[config.mk]
export PLATFORM = sky130hd
export DESIGN_NAME = dac_i2s_tx
export DESIGN_NICKNAME = d
export VERILOG_FILES = /design/src/rtl/dac_i2s_tx.sv
export SDC_FILE = /design/constraint.sdc
export NUM_CORES = 1
export LEC_CHECK = 0
export BUFFER_PORTS_ARGS = -buffer_cell sky130_fd_sc_hd__clkbuf_2
export CORE_MARGIN = 2
export CORE_UTILIZATION = 30
export CTS_BUF_LIST = sky130_fd_sc_hd__clkbuf_4 sky130_fd_sc_hd__clkbuf_8
export CTS_CLUSTER_SIZE = 14
export DETAILED_ROUTE_END_ITERATION = 10
export PLACE_DENSITY = 0.41
export SETUP_SLACK_MARGIN = 0.5
export SKIP_CTS_REPAIR_TIMING = 1
export SLEW_MARGIN = 25
export SYNTH_ARGS = -nofsm -noshare
export SYNTH_HDL_FRONTEND = slang
export SYNTH_SLANG_ARGS = --single-unit
[constraint.sdc]
create_clock -name clk -period 6.4 [get_ports clk]
set_input_delay 0.32 -clock clk [delete_from_list [all_inputs] [get_ports clk]]
set_output_delay 0.32 -clock clk [all_outputs]
set_load 0.02 [all_outputs]
[src/rtl/dac_i2s_tx.sv]
// Stereo I2S transmitter: 16-bit L/R frames from a small FIFO, serialised MSB-first
// with the one-bit I2S delay. All bit clocks come from one free-running counter.
module dac_i2s_tx #(
    parameter int MCLK_SH = 1,
    parameter int SCLK_SH = 3,
    parameter int FDEPTH  = 4
) (
    input  logic        clk,
    input  logic        sys_rst,
    input  logic [15:0] snd_l,
    input  logic [15:0] snd_r,
    input  logic        snd_we,
    output logic        snd_rdy,
    input  logic        mute,
    input  logic        clr,
    output logic        underrun,
    output logic        dac_mclk,
    output logic        dac_sclk,
    output logic        dac_lrck,
    output logic        dac_sdin
);

    localparam int CW = SCLK_SH + 6;
    localparam int AW = $clog2(FDEPTH);

    logic [CW-1:0] ctr;
    logic [CW-1:0] ctr_nxt;
    logic          frame_start;
    logic          slot_end;
    logic [4:0]    nxt_slot;
    logic          nxt_c;
    logic [3:0]    nxt_b;
    logic [3:0]    bit_idx;

    logic [15:0]   word_l;
    logic [15:0]   word_r;
    logic [15:0]   eff_l;
    logic [15:0]   eff_r;
    logic          mute_lat;
    logic          underrun_q;
    logic          sdin_q;
    logic          sdin_nxt;

    logic [AW:0]   wr_ptr;
    logic [AW:0]   rd_ptr;
    logic [31:0]   mem [FDEPTH];
    logic [31:0]   rd_data;
    logic          empty;
    logic          full;
    logic          push;

    assign ctr_nxt     = ctr + 1'b1;
    assign frame_start = &ctr;
    assign slot_end    = &ctr[SCLK_SH:0];

    // Slot that begins right after this edge: {channel, index within half-frame}.
    assign nxt_slot = ctr_nxt[CW-1:SCLK_SH+1];
    assign nxt_c    = nxt_slot[4];
    assign nxt_b    = nxt_slot[3:0];
    assign bit_idx  = 4'(5'd16 - {1'b0, nxt_b});

    assign empty   = (wr_ptr == rd_ptr);
    assign full    = (wr_ptr[AW] != rd_ptr[AW]) && (wr_ptr[AW-1:0] == rd_ptr[AW-1:0]);
    assign snd_rdy = ~full;
    assign push    = snd_we & ~full;
    assign rd_data = mem[rd_ptr[AW-1:0]];

    // A muted frame keeps stale words in the registers; gating here makes it silent.
    assign eff_l = mute_lat ? 16'h0000 : word_l;
    assign eff_r = mute_lat ? 16'h0000 : word_r;

    // NOTE: every variable assigned in always_comb gets a default first, so no path
    // leaves it holding a value and a latch can never be inferred.
    always_comb begin
        sdin_nxt = 1'b0;
        if (nxt_b == 4'd0) begin
            sdin_nxt = nxt_c ? eff_l[0] : eff_r[0];
        end else begin
            sdin_nxt = nxt_c ? eff_r[bit_idx] : eff_l[bit_idx];
        end
    end

    // NOTE: sequential state uses non-blocking assignments so every register samples
    // pre-edge values; later assignments in the block override earlier ones (flush beats push).
    always_ff @(negedge clk or posedge sys_rst) begin
        if (sys_rst) begin
            ctr        <= '0;
            mute_lat   <= 1'b0;
            underrun_q <= 1'b0;
            word_l     <= '0;
            word_r     <= '0;
            sdin_q     <= 1'b0;
            wr_ptr     <= '0;
            rd_ptr     <= '0;
        end else begin
            ctr <= ctr_nxt;
            if (push) begin
                wr_ptr <= wr_ptr + 1'b1;
            end
            if (clr) begin
                underrun_q <= 1'b0;
            end
            if (slot_end) begin
                sdin_q <= sdin_nxt;
            end
            if (frame_start) begin
                mute_lat <= mute;
                if (mute) begin
                    wr_ptr <= '0;
                    rd_ptr <= '0;
                end else if (!empty) begin
                    {word_l, word_r} <= rd_data;
                    rd_ptr           <= rd_ptr + 1'b1;
                end else begin
                    word_l     <= '0;
                    word_r     <= '0;
                    underrun_q <= 1'b1;
                end
            end
        end
    end

    // NOTE: the FIFO storage has no reset; the pointers alone define which entries are valid.
    always_ff @(negedge clk) begin
        if (push) begin
            mem[wr_ptr[AW-1:0]] <= {snd_l, snd_r};
        end
    end

    assign underrun = underrun_q;
    assign dac_mclk = ctr[MCLK_SH];
    assign dac_sclk = ctr[SCLK_SH];
    assign dac_lrck = ctr[SCLK_SH+5];
    assign dac_sdin = sdin_q;

endmodule

=== Word-level counts from Yosys, hierarchy flattened ===
Memories as Yosys holds them, arrays and structs flattened.
Index checks and enable logic that the tools add are counted.

* $add $sub $neg: 4
* Order comparisons: 1
* Equality and inequality tests: 4
* Mux-type cells: 22
* Bitwise gates (word level): 3
* Reduce and logical (&&, ||, !) cells: 6

{| class="wikitable"
|+ Operators with widths
! cell !! number
|-
| 16-bit 2-to-1 mux || 4
|-
| 10-bit AND reduction || 2
|-
| 3-bit 2-to-1 mux || 5
|-
| 1-bit 2-to-1 mux || 11
|-
| 9-bit by 1-bit adder with 9-bit output, second input constant || 1
|-
| 9-bit AND reduction || 1
|-
| 1-bit binary-select mux with 4-bit select || 2
|-
| 3-bit by 1-bit adder with 3-bit output, second input constant || 2
|-
| 4-bit by 5-bit less-than comparator with 1-bit output, second input constant || 1
|-
| 4-bit zero test || 1
|-
| 4-bit AND reduction || 1
|-
| 1-bit by 4-bit subtractor with 4-bit output, first input constant || 1
|-
| 3-bit equality test || 1
|-
| 2-bit equality test || 1
|-
| 2-bit != test, second input constant || 1
|-
| 1-bit NOT || 2
|-
| 1-bit AND || 1
|-
| 1-bit logical AND || 1
|-
| 1-bit != test || 1
|}

* Register bits after elaboration: 50
* RAM bits: 128
* Input port bits: 37
* Output and inout port bits: 6
* Logic and storage cells: 49
* Memories kept: 1

{| class="wikitable"
|+ Memories
! name !! words !! width !! rd ports !! clocked after memory_dff !! write ports !! RTL line !! RTL
|-
| mem || 4 || 32 || 1 || 0 || 1 || 46 || <nowiki>logic [31:0] mem [FDEPTH];</nowiki>
|}

=== Logic depth before layout (Yosys ltp) ===
Gate-level depths: netlist of run 1.

* Depth in word-level cells: 7
* Depth in mapped cells: 15

==> qor.txt, run 1 <==
status = finished, final reports clean
DIE AREA = 26300 um2
Final Power = 0.00291 W
initial antenna violation count = 0
WP data arrival = 4.71 ns
Crit Path Class = register to primary output
critical path required time = 6.08 ns
DRT Wirelength = 15.4 mm
Power Internal = 0.00199 W
Non-Filler Instances = 997
vias in the first global route = 4957
Final Net Count = 705
Critical-path top delay cell = dfrtn_1
total grt overflow = 0
share of layout cells above drive strength 1 = 0.193
switching share of power = 0.318
die width = 162 um
first-pass GRT wire length = 25.1 mm
Skew-Pair Late Insertion Delay = 0.47 ns
DP HPWL = 9.06 mm
Vias/cell = 4.61
Ports = 43
CTS tree = yes
PortBufs = 42
Clock Tree Buf Depth = 2
Remaining DRCs = 0
H-tree depth = 4
Worst Setup Start Kind = register
max cap viols = 0
ANT cells = 0
Final Hold Fails = 0
DP Cell Count = 838
crit-path max FO = 6
1st-iter DRT viols = 174
routed len/inst = 15.5 um
row count = 57
CP peak stage delay = 0.53 ns
Post-Synthesis Cells = 491
register area share after synthesis = 0.679
warning count from the yosys run = 0
Worst Max-Slew Pin Slew = 0.825 ns
RSZ-0062 raised after global routing = no
root buf cell = clkbuf_8
Final GP Congestion = 0.750
VDD IR max = 0.0957 mV
routed vias = 4597
area growth from synthesis to layout = 19.8%
Critical path buffers and inverters = 1
Seq cells post-synth = 178
crit path cell chain = xor2_1, nor2_1, nand2_1, clkbuf_2
post-synth top area cell = edfxtp_1
Clock Pin Slew Worst Setup and Hold Paths = 0.07 ns
max-slew violations = 0
GR Util All Layers = 0.126
# setup viols final = 0
Distinct cells, synth = 44
headroom to the max-slew limit = 0.450
Initial Utilization = 0.307
Static Leak = 3.85 nW
Psw = 0.000926 W
# clock sinks = 178
critical path endpoint category = primary output
setup TNS = 0 ns
CP top delay family = flip-flops
core area = 24500 um2
Sequential Power Share = 0.507
Logic pwr share = 0.115
first-pass detailed-route iteration total = 4
total CTS buffers = 17
Tightest Hold Check Type = register to register
largest net degree at the start of global routing = 51
Avg Inst Size Synth = 15.3 um2
worst clock skew = 0.0713 ns
synthesized cell area = 7500 um2
synthesized net count = 536
DIE HEIGHT = 162 um
synth top area cells = edfxtp_1 (51%), dfrtn_1 (17%), mux4_2 (12%)
clock group share of total power = 0.378
PwrDens = 324 nW/um2
share of the synthesized area in the top cell type = 0.512
Post-DRT Antenna Nets = 0
-- synth_stat cells --
| master | n |
|---|---|
| and2_4 | 1 |
| buf_2 | 2 |
| xor3_1 | 1 |
| o21a_1 | 1 |
| nor3b_1 | 1 |
| nor3_1 | 13 |
| ha_1 | 8 |
| buf_6 | 1 |
| and2_1 | 2 |
| mux2_4 | 1 |
| buf_1 | 4 |
| mux2i_1 | 5 |
| nand2b_1 | 3 |
| clkbuf_1 | 20 |
| nand2_1 | 68 |
| nor4b_1 | 2 |
| nor2_1 | 24 |
| or4_4 | 1 |
| edfxtp_1 | 128 |
| or2_2 | 2 |
| nand3_2 | 1 |
| and3_1 | 9 |
| nor2b_1 | 3 |
| mux4_1 | 2 |
| nand3b_1 | 1 |
| mux4_2 | 39 |
| dfrtn_1 | 50 |
| nor4_1 | 7 |
| a21oi_1 | 7 |
| a211oi_1 | 1 |
| nand3_1 | 4 |
| o21ai_0 | 41 |
| o211ai_1 | 4 |
| a211o_1 | 2 |
| xor2_1 | 5 |
| a21o_1 | 1 |
| mux2_2 | 2 |
| o2111ai_1 | 1 |
| inv_1 | 12 |
| xnor2_1 | 5 |
| o211a_1 | 1 |
| a22o_1 | 2 |
| or3_1 | 1 |
| nand4_1 | 2 |
-- power groups by stage --
stage | clock [W] | sequential (W) | combinational [W]
2_1_floorplan | 0.000120 | 0.00148 | 0.000209
3_3_place_gp | 0.000120 | 0.00149 | 0.000356
3_5_place_dp | 0.000120 | 0.00149 | 0.000356
4_1_cts | 0.00115 | 0.00148 | 0.000357
5_1_grt | 0.00126 | 0.00149 | 0.000385
6_report | 0.00110 | 0.00148 | 0.000336
-- state kept, by name (all words and copies together), names as in the netlist --
signal / count
mem: 128
word_l: 16
mute_lat: 1
ctr: 9
rd_ptr: 3
word_r: 16
underrun: 1
dac_sdin: 1
wr_ptr: 3
-- worst paths after layout --
path	depth (start not counted)	slack, ns	endpoint	from
min reg2reg	1	0.39	ctr[0]	ctr[0]
max in group asynchronous	2	2.84	word_r[10]	sys_rst
min in group asynchronous	2	3.07	word_r[4]	sys_rst
max	4	1.37	snd_rdy	wr_ptr[0]
max reg2reg	12	2.47	dac_sdin	ctr[0]
min	1	0.39	ctr[0]	ctr[0]
-- per-stage QoR --
stage                     area [um2]  setup slack (ns)   util  hold WS (ns)
after global routing            8990              1.25  0.367         0.430
after CTS                       8990              1.33  0.367         0.396
after floorplan                 7500              1.61      -         0.355
after detailed placement        8080              1.49  0.330         0.394
after global placement          8080              1.56  0.330         0.388
final                           8990              1.37  0.367         0.393
-- cell usage in the layout, fill, tap and decap left out, types with 4 or more instances in the layout --
master / n
mux4_2: 39
nand3_1: 4
mux2i_1: 5
dfrtn_1: 50
clkbuf_8: 17
nor3_1: 13
o211ai_1: 4
inv_12: 4
nor4_1: 7
ha_1: 8
edfxtp_1: 128
clkbuf_2: 42
o21ai_0: 41
nor2_1: 24
inv_1: 139
xor2_1: 5
buf_4: 7
nand2_1: 68
xnor2_1: 5
and3_1: 9
a21oi_1: 7
-- per-layer routing --
metal / vias to the layer above / GRT usage / wire length (um)
li1: 2191 / - / -
met1: 2333 / 0.148 / 6890
met2: 55 / 0.215 / 7940
met3: 18 / 0.0365 / 412
met4: 0 / 0.0547 / 176
met5: - / 0 / 0
-- worst reg2reg max path, stage by stage (launching register included) --
cell     delay, ns
dfrtn_1       0.50
ha_1          0.28
nand3_2       0.43
xnor2_1       0.35
inv_1         0.07
ha_1          0.68
nand2_1       0.28
nor3_1        0.22
nor4_1        0.10
and3_1        0.19
mux4_2        0.45
a21oi_1       0.14
a21oi_1       0.09
-- cell families after synthesis --
kind of cell	share of synthesized area
xor+xnor	0.0148
flops	0.679
simple gates	0.0899
buf+inv	0.0208
mux	0.136
fa+ha+maj	0.0133
compound gates	0.0462
-- cell type report --
cell class / count / area (um2)
fillers: 2406 / 15500
flip-flops and latches: 178 / 5090
multi-input cells: 274 / 2250
clock inverters: 143 / 674
well taps: 324 / 405
repair buffers: 50 / 283
clock buffers: 17 / 234
inverters: 11 / 43.8
Note: power is estimated with default switching activity, not from simulation.
==> run 2, diff against run 1 <==
--- a/config.mk
+++ b/config.mk
@@ -5,6 +5,7 @@
 export SDC_FILE = /design/constraint.sdc
 export NUM_CORES = 1
 export LEC_CHECK = 0
+export ABC_AREA = 1
 export BUFFER_PORTS_ARGS = -buffer_cell sky130_fd_sc_hd__clkbuf_2
 export CORE_MARGIN = 2
 export CORE_UTILIZATION = 30
==> constraint.sdc (replaced) <==
create_clock -name clk -period 5.05 [get_ports clk]
set_input_delay 0.2525 -clock clk [delete_from_list [all_inputs] [get_ports clk]]
set_output_delay 0.2525 -clock clk [all_outputs]
set_load 0.02 [all_outputs]
==> qor.txt, run 2 <==
status = finished, final reports clean
max cap viols = 0 (unchanged)
RR Startpoint = ctr[1]
most frequent cell after synthesis = nand2_1
setup TNS = 0 ns (unchanged)
synthesized cell area = 7660 um2 (+2.1%)
WP data arrival = 4.05 ns (-0.66 ns)
register area share after synthesis = 0.665 (-0.0141)
Synth Area in Simple Gates = 0.145 (+0.0553)
Post-DRT Antenna Nets = 0 (unchanged)
Synth Area in XOR/XNOR = 0.00572 (-0.00913)
share of layout cells above drive strength 1 = 0.165 (-0.0285)
metal1 wirelength = 8.03 mm (+16%)
DIE HEIGHT = 164 um (+1.0%)
main combinational cell family by area after synthesis = simple AND/OR/NAND/NOR gates
post-synth top area cell = edfxtp_1
total CTS buffers = 17 (unchanged)
Avg Inst Size Synth = 11.9 um2 (-22%)
R2R Path End = dac_sdin
Final Net Count = 858 (+22%)
Worst Setup Start Kind = register
VDD IR max = 0.180 mV (+88%)
Remaining DRCs = 0 (unchanged)
area growth from synthesis to layout = 20.6%
Synth Area in Adders = 0.0131 (-0.000277)
vias in the first global route = 5542 (+12%)
asr flop ratio synth = 0.281 (unchanged)
CTS tree = yes
Ports = 43 (unchanged)
met2 routed WL = 8.82 mm (+11%)
initial antenna violation count = 0 (unchanged)
Final Hold Fails = 0 (unchanged)
1st-iter DRT viols = 235 (+35%)
Skew-Pair Late Insertion Delay = 0.49 ns (+0.02 ns)
routed vias = 5257 (+14%)
R2R Setup Slk = 2.21 ns (-0.26 ns)
cell area after layout = 9240 um2 (+2.8%)
post-synthesis compound-gate area fraction = 0.118 (+0.0719)
DIE AREA = 26800 um2 (+2.1%)
Highest Signal Layer = met4
most common cell after layout, fill and taps aside = inv_1
most instantiated cells after synthesis = nand2_1 (161), edfxtp_1 (128), inv_1 (57)
PwrDens = 414 nW/um2 (+28%)
Vias/cell = 4.55 (-1.4%)
first-pass detailed-route iteration total = 4 (unchanged)
Distinct cells, synth = 37 (-16%)
Seq cells post-synth = 178 (unchanged)
mux cell area share after synthesis = 0 (-0.136)
worst clock skew = 0.0889 ns (+0.0176 ns)
max FFs per register = 128 (unchanged)
post-layout util = 0.368 (+0.000600)
total grt overflow = 0 (unchanged)
# setup viols final = 0 (unchanged)
crit path to = snd_rdy
Tightest Hold Check Type = register to register
RSZ-0062 raised after global routing = no
# clock sinks = 178 (unchanged)
PortBufs = 42 (unchanged)
critical path required time = 4.80 ns (-1.28 ns)
GR Util All Layers = 0.140 (+0.0142)
Worst R2R Path Depth = 15 (+3)
warning count from the yosys run = 0 (unchanged)
met3 WL post-DR = 596 um (+45%)
ANT cells = 0 (unchanged)
root buf cell = clkbuf_8
crit-path max FO = 4 (-2)
crit path launch = rd_ptr[1]
H-tree depth = 4 (unchanged)
core area = 25100 um2 (+2.6%)
share of the synthesized area in the top cell type = 0.502 (-0.0106)
critical path endpoint category = primary output
EDFF count, synth = 128 (unchanged)
row count = 58 (+1.8%)
DRT Wirelength = 17.6 mm (+14%)
Initial Utilization = 0.305 (-0.00157)
Crit Path Class = register to primary output
routed len/inst = 15.2 um (-1.5%)
Placed Instance Area = 8250 um2 (+2.0%)
Final GP Congestion = 0.722 (-3.7%)
Clock Tree Buf Depth = 2 (unchanged)
most frequent cells in the layout = inv_1 (183), nand2_1 (161), edfxtp_1 (128)
Top FF cell, synth = edfxtp_1
synth top area cells = edfxtp_1 (50%), dfrtn_1 (16%), nand2_1 (7.9%)
Clock Pin Slew Worst Setup and Hold Paths = 0.08 ns (about the same)
headroom to the max-slew limit = 0.512 (+0.0619)
synthesized net count = 691 (+29%)
Final Power = 0.00383 W (+31%)
die width = 164 um (+1.0%)
Static Leak = 4.20 nW (+9.1%)
DP HPWL = 10.8 mm (+19%)
first-pass GRT wire length = 28.4 mm (+13%)
max-slew violations = 0 (unchanged)
Post-Synthesis Cells = 646 (+32%)
Worst Max-Slew Pin Slew = 0.730 ns (-0.0956 ns)
largest net degree at the start of global routing = 65 (+27%)
run 2: cell types whose count changed in the layout (fill, tap and decap cells not counted), sizes merged, moves of 12 or more:
| cell | before | now |
|---|---|---|
| o22ai | 0 | 27 |
| a32o | 0 | 32 |
| a21oi | 7 | 36 |
| mux4 | 41 | 0 |
| nand3 | 5 | 43 |
| nor3 | 13 | 1 |
| o21ai | 41 | 18 |
| inv | 148 | 198 |
| nand2 | 68 | 171 |
run 2: worst min path at each step:
stage	from	to	slack, ns	cells after the start
global placement	ctr[0]	ctr[0]	0.33	1
floorplan	ctr[0]	ctr[0]	0.31	1
global route	ctr[0]	ctr[0]	0.34	1
finish	ctr[0]	ctr[0]	0.34	1
CTS	ctr[0]	ctr[0]	0.34	1
detailed placement	ctr[0]	ctr[0]	0.33	1
run 2: cell type report:
type | count | area (um2)
fillers | 2600 | 15900
flip-flops and latches | 178 | 5090
multi-input cells | 375 | 2190
clock inverters | 143 | 766
well taps | 330 | 413
repair buffers | 51 | 310
inverters | 62 | 235
clock buffers | 17 | 234
run 2: per-layer routing:
metal  vias to the layer above  global-route usage
li1                       2606                   -
met2                        78               0.234
met5                         -                   0
met1                      2563               0.169
met3                        10              0.0402
met4                         0              0.0606
run 2: cells by family (layout without fill, tap and decap cells):
| group | Yosys count | count (layout) |
|---|---|---|
| flops | 178 | 178 |
| buf+inv | 93 | 273 |
| compound gates | 117 | 117 |
| xor+xnor | 5 | 5 |
| fa+ha+maj | 8 | 8 |
| simple gates | 245 | 245 |
run 2: through the flow:
stage / worst slack (ns) / cells / hold WS [ns]
after CTS: 0.693 / 1156 / 0.336
after global routing: 0.629 / 1156 / 0.344
after floorplan: 0.379 / 646 / 0.314
after detailed placement: 0.738 / 997 / 0.333
after global placement: 0.806 / 996 / 0.334
final: 0.744 / 1156 / 0.335
run 2: where the power goes:
part           switching [W]  leakage, nW  internal (W)
clock network       0.000965        0.931      0.000570
logic               0.000288         1.49      0.000121
registers          0.0000564         1.78       0.00183
run 2: critical path, stage by stage, from the launching register on:
cell and delay [ns]:
dfrtn_1 0.50, xnor2_1 0.14, nand2_1 0.13, inv_2 0.09
nand2_1 0.09, clkbuf_2 0.17
